===== src/rtl/serial_full_adder.sv =====
// serial_full_adder: bit-serial A+B+cin, LSB first, one bit per clock; define SERIAL_FULL_ADDER_OVF_EN for a signed-overflow output ovf.
module serial_full_adder #(
  parameter int WIDTH = 8
) (
  input  logic             clk,
  input  logic             rst_n,
  input  logic             start,
  input  logic [WIDTH-1:0] a,
  input  logic [WIDTH-1:0] b,
  input  logic             cin,
  output logic             busy,
  output logic             done,
  output logic [WIDTH-1:0] sum,
  output logic             cout
`ifdef SERIAL_FULL_ADDER_OVF_EN
  ,
  output logic             ovf
`endif
);
  localparam int CW = $clog2(WIDTH);
  typedef enum logic [1:0] {IDLE, RUN, DONE} state_t;
  state_t           state_q;
  logic [WIDTH-1:0] a_q, b_q, acc_q, acc_d, sum_q;
  logic [CW-1:0]    cnt_q;
  logic             c_q, c_d, s_d, busy_q, done_q, cout_q, last_d;
`ifdef SERIAL_FULL_ADDER_OVF_EN
  logic             ovf_q;
  assign ovf = ovf_q;
`endif
  assign busy = busy_q;
  assign done = done_q;
  assign sum  = sum_q;
  assign cout = cout_q;
  always_comb begin
    s_d    = a_q[0] ^ b_q[0] ^ c_q;
    c_d    = (a_q[0] & b_q[0]) | (a_q[0] & c_q) | (b_q[0] & c_q);
    acc_d  = {s_d, acc_q[WIDTH-1:1]};
    last_d = cnt_q == CW'(WIDTH - 1);
  end
  always_ff @(posedge clk or negedge rst_n) begin
    if (!rst_n) begin
      state_q <= IDLE;
      a_q     <= '0;
      b_q     <= '0;
      acc_q   <= '0;
      sum_q   <= '0;
      cnt_q   <= '0;
      c_q     <= 1'b0;
      busy_q  <= 1'b0;
      done_q  <= 1'b0;
      cout_q  <= 1'b0;
`ifdef SERIAL_FULL_ADDER_OVF_EN
      ovf_q   <= 1'b0;
`endif
    end else begin
      done_q <= 1'b0;
      case (state_q)
        IDLE, DONE: begin
          state_q <= start ? RUN : IDLE;
          busy_q  <= start;
          if (start) begin
            a_q   <= a;
            b_q   <= b;
            c_q   <= cin;
            cnt_q <= '0;
            acc_q <= '0;
          end
        end
        RUN: begin
          a_q   <= a_q >> 1;
          b_q   <= b_q >> 1;
          c_q   <= c_d;
          acc_q <= acc_d;
          cnt_q <= cnt_q + CW'(1);
          if (last_d) begin
            sum_q   <= acc_d;
            cout_q  <= c_d;
            busy_q  <= 1'b0;
            done_q  <= 1'b1;
            state_q <= DONE;
`ifdef SERIAL_FULL_ADDER_OVF_EN
            // c_q is the carry into the MSB on this final step
            ovf_q   <= c_q ^ c_d;
`endif
          end
        end
        default: state_q <= IDLE;
      endcase
    end
  end
endmodule


===== config.mk =====
export PLATFORM = sky130hd
export DESIGN_NAME = serial_full_adder
export DESIGN_NICKNAME = d
export VERILOG_FILES = /design/src/rtl/serial_full_adder.sv
export SDC_FILE = /design/constraint.sdc
export NUM_CORES = 1
export LEC_CHECK = 0
export ABC_AREA = 1
export ABC_CLOCK_PERIOD_IN_PS = 4500
export CAP_MARGIN = 20
export CORE_MARGIN = 2
export CORE_UTILIZATION = 48
export DETAILED_ROUTE_END_ITERATION = 10
export DONT_BUFFER_PORTS = 1
export GPL_TIMING_DRIVEN = 1
export REMOVE_ABC_BUFFERS = 1
export SYNTH_ARGS = -nofsm -noshare
export SYNTH_HDL_FRONTEND = slang
export SYNTH_SLANG_ARGS = --single-unit

===== constraint.sdc =====
create_clock -name clk -period 4.5 [get_ports clk]
set_clock_uncertainty 0.2 [all_clocks]
set_input_delay 0.9 -clock clk [delete_from_list [all_inputs] [get_ports clk]]
set_output_delay 0.9 -clock clk [all_outputs]
set_load 0.1 [all_outputs]

# Yosys cells after proc, flatten, opt, wreduce, memory -nomap -nowiden
# Index checks and enable logic that the tools add are counted.
# word_totals
elab_cells	46
output_inout_bits	11
regBits	41
# classes
mux	17
reduce_logical	6
n_bitwise	7
n_eq_ne	5
add_sub_neg	1
# op_table
operator	n
$pmux 8 s2	3
$mux 8	3
$pmux 3 s2	1
$reduce_and 2->1	3
$mux 1	5
$ne 2x2->1 const B	2
$pmux 1 s2	2
$pmux 2 s2	1
$add 3x1->3 const B	1
$and 1x1->1	3
$eq 3x3->1 const B	1
$mux 3	1
$eq 2x1->1 const B	1
$eq 2x2->1 const B	1
$logic_not 2->1	1
$mux 2	1
$or 1x1->1	2
$reduce_bool 2->1	1
$reduce_or 2->1	1
$xor 1x1->1	2

# Depth between registers and ports, before layout
# depth
depth_word	4
mapped_depth	8
depth_no_buf	6

# Worst setup path before layout
# OpenSTA, ideal clock, no wires.
# synth_timing
kind	reg2out
from	register busy_q (netlist: busy)
to	output busy
arrival_time_ns	0.898
path_buffers	0
t_required_ns	3.400
stages_incl_launch_ff	1
setup_slack_ns	2.502
cell_sequence	dfrtp_1
# synth_lines
element	line	text
from (decl)	25	logic c_q, c_d, s_d, busy_q, done_q, cout_q, last_d;
from (signal assigned)	60	busy_q <= start;
to (decl)	11	output logic busy,
# No word-level cell between the ends.

# Worst setup path after layout
# layout_timing
from	register busy_q (netlist: busy)
to	output busy
# No word-level cell between the ends.

==> impl_metrics.tcl <==
set metrics [dict create \
    cts.sinks 40 \
    ios 31 \
    clock_latency_ps 290 \
    synth_cells 224 \
    fmax_mhz 427 \
    via_count 1308 \
    hpwl_mm 2.06 \
    grtUsageTotal_pct 17.4 \
    final_area_um2 2000 \
    postSynthAreaPerCell_um2 8.60 \
    die-area_um2 4530 \
    core-area_um2 3940 \
    period_needed_ps 2340 \
    n_antenna_cell 0 \
    cts.clk_slew.worst_paths_ps 70 \
    tns_ps 0 \
    cp.required_ps 3400 \
    h-tree-depth 2 \
    synth.area.top_cells "dfrtp_1, nand2_1, nand3_1" \
    synth_commonest_cells "nand2_1, dfrtp_1, inv_1" \
    pre_cts_ws_ps 2460 \
    fp.dieH_um 67.3 \
    synth_flop_cell "dfrtp_1" \
    hold_buffers 0 \
    grt_setup_unrepaired "false" \
    critPathCaptureType "output pin" \
    critPathLaunchType "flip-flop" \
    crit_arrival_ps 1240 \
    maxSlewViolCount 0 \
    status "finished, final reports clean" \
    cts_resized 0 \
    final_layout_size_suffix_gt1_share_pct 10.4 \
    synth_seq_cells 40 \
    grt_pass1_wl_mm 5.75 \
    instances_no_fill 272 \
    synth_cell_types 19 \
    viasPerCell 4.81 \
    final_nets 245 \
    drt_iter0_drc 77 \
    dr.pass1.iters 4 \
    slew_headroom_pct 38.2 \
    n_fill_cell 385 \
    synth_area_leader_cell "dfrtp_1" \
    synth-edff-count 0 \
    clk_path_buf_depth 2 \
    wirelength_mm 3.19 \
    post_cts_buffers 0 \
    antenna_found_initial 0 \
    cts_tree "done" \
    drc_errors 0 \
    seqCellArea_um2 1000 \
    drtAntennaViolNets 0 \
    synth_area_um2 1930 \
    numCtsBuffers 5 \
    worst_pin_slew_ps 927 \
    placed_area_um2 1910 \
    seq_area_frac_synth_pct 52.0 \
    hold_viol 0 \
    grt_max_degree 41 \
    grt_pass1_vias 1244 \
    fin_ws_ps 2160 \
    wl_per_cell_um 11.7 \
    synth_most_common_cell "nand2_1" \
    drv_cap 0 \
    root_buffer "clkbuf_8" \
    multi_input_area_um2 681 \
    rows 23 \
    area_growth_pct 4.03 \
    grt-ovfl-total 0 \
    worstPathMaxFanout 2 \
    dp_cells 265 \
    ys_async_sr_fraction_pct 100 \
    start_util_pct 48.8 \
    ys_warn_count 0 \
    place.port_buffers 0 \
    post-route-period-util_pct 52.0 \
    min_path_type "primary input to async pin" \
    die_w_um 67.3 \
    setup_viol 0 \
    synth_top_area_share_pct 52.0 \
    critical_path_class "flip-flop to output pin" \
    gp_congestion 0.709 \
]
[cells by family (layout without fill, tap and decap cells)]
kind of cell	Yosys count	count (layout)	synth area share (%)
compound gates	20	20	6.76
fa+ha+maj	3	3	2.34
buf+inv	51	49	12.7
flops	40	40	52.0
simple gates	110	110	26.3
[cell usage in the layout, fill, tap and decap left out, types with 2 or more instances in the layout]
master | synthesis | final
nand2_4 | 2 | 2
nor2_1 | 3 | 3
o21ai_2 | 8 | 8
o21ai_1 | 4 | 4
clkbuf_8 | 0 | 7
o21ai_0 | 7 | 7
inv_2 | 2 | 2
nand3_1 | 30 | 30
ha_1 | 2 | 2
nand2_8 | 2 | 2
inv_1 | 39 | 39
dfrtp_1 | 40 | 40
nand2_1 | 72 | 72
[layout make-up]
type,instances,area share (%)
Clock buffer,7,4.81
Sequential cell,40,50.0
Tap cell,50,3.12
Multi-Input combinational cell,133,34.0
Inverter,42,8.12
[per-layer routing]
| layer | global-route usage (%) | up-vias | part of all wire, % |
|---|---|---|---|
| met3 | 6.17 | 6 | 5.0 |
| met1 | 22.1 | 596 | 47 |
| met4 | 6.89 | 0 | 1.3 |
| li1 | - | 677 | - |
| met2 | 27.0 | 29 | 47 |
| met5 | 0 | - | 0 |
[worst paths after layout]
path                       cells past startpoint              startpoint                  to  slack [ps]
max in group asynchronous                      0                   rst_n  a_q[7]$_DFFE_PN0P_        3920
setup reg to reg                               5  state_q[0]$_DFFE_PN0P_  sum[0]$_DFFE_PN0P_        2550
setup / recovery                               0        busy$_DFFE_PN0P_                busy        2160
hold / removal                                 0                   rst_n  sum[4]$_DFFE_PN0P_         100
hold reg to reg                                2      b_q[2]$_DFFE_PN0P_  b_q[2]$_DFFE_PN0P_         280
min in group clk                               2      b_q[2]$_DFFE_PN0P_  b_q[2]$_DFFE_PN0P_         280
[sequential cells by signal, indices dropped and copies added (netlist names), 2 cells and up]
signal / count
b_q: 8
acc_q: 7
sum: 8
state_q: 2
cnt_q: 3
a_q: 8
[through the flow]
stage / hold slack, ps / util, %
final: 99.1 / 50.8
after global routing: 74.3 / 50.8
after CTS: 84.8 / 50.8
after detailed placement: 266 / 48.4
after global placement: 264 / 48.4
after floorplan: 246 / -
Power is left out: the tool's default activity adds up to more than one toggle a clock period on the data nets, which glitch-free logic cannot reach.
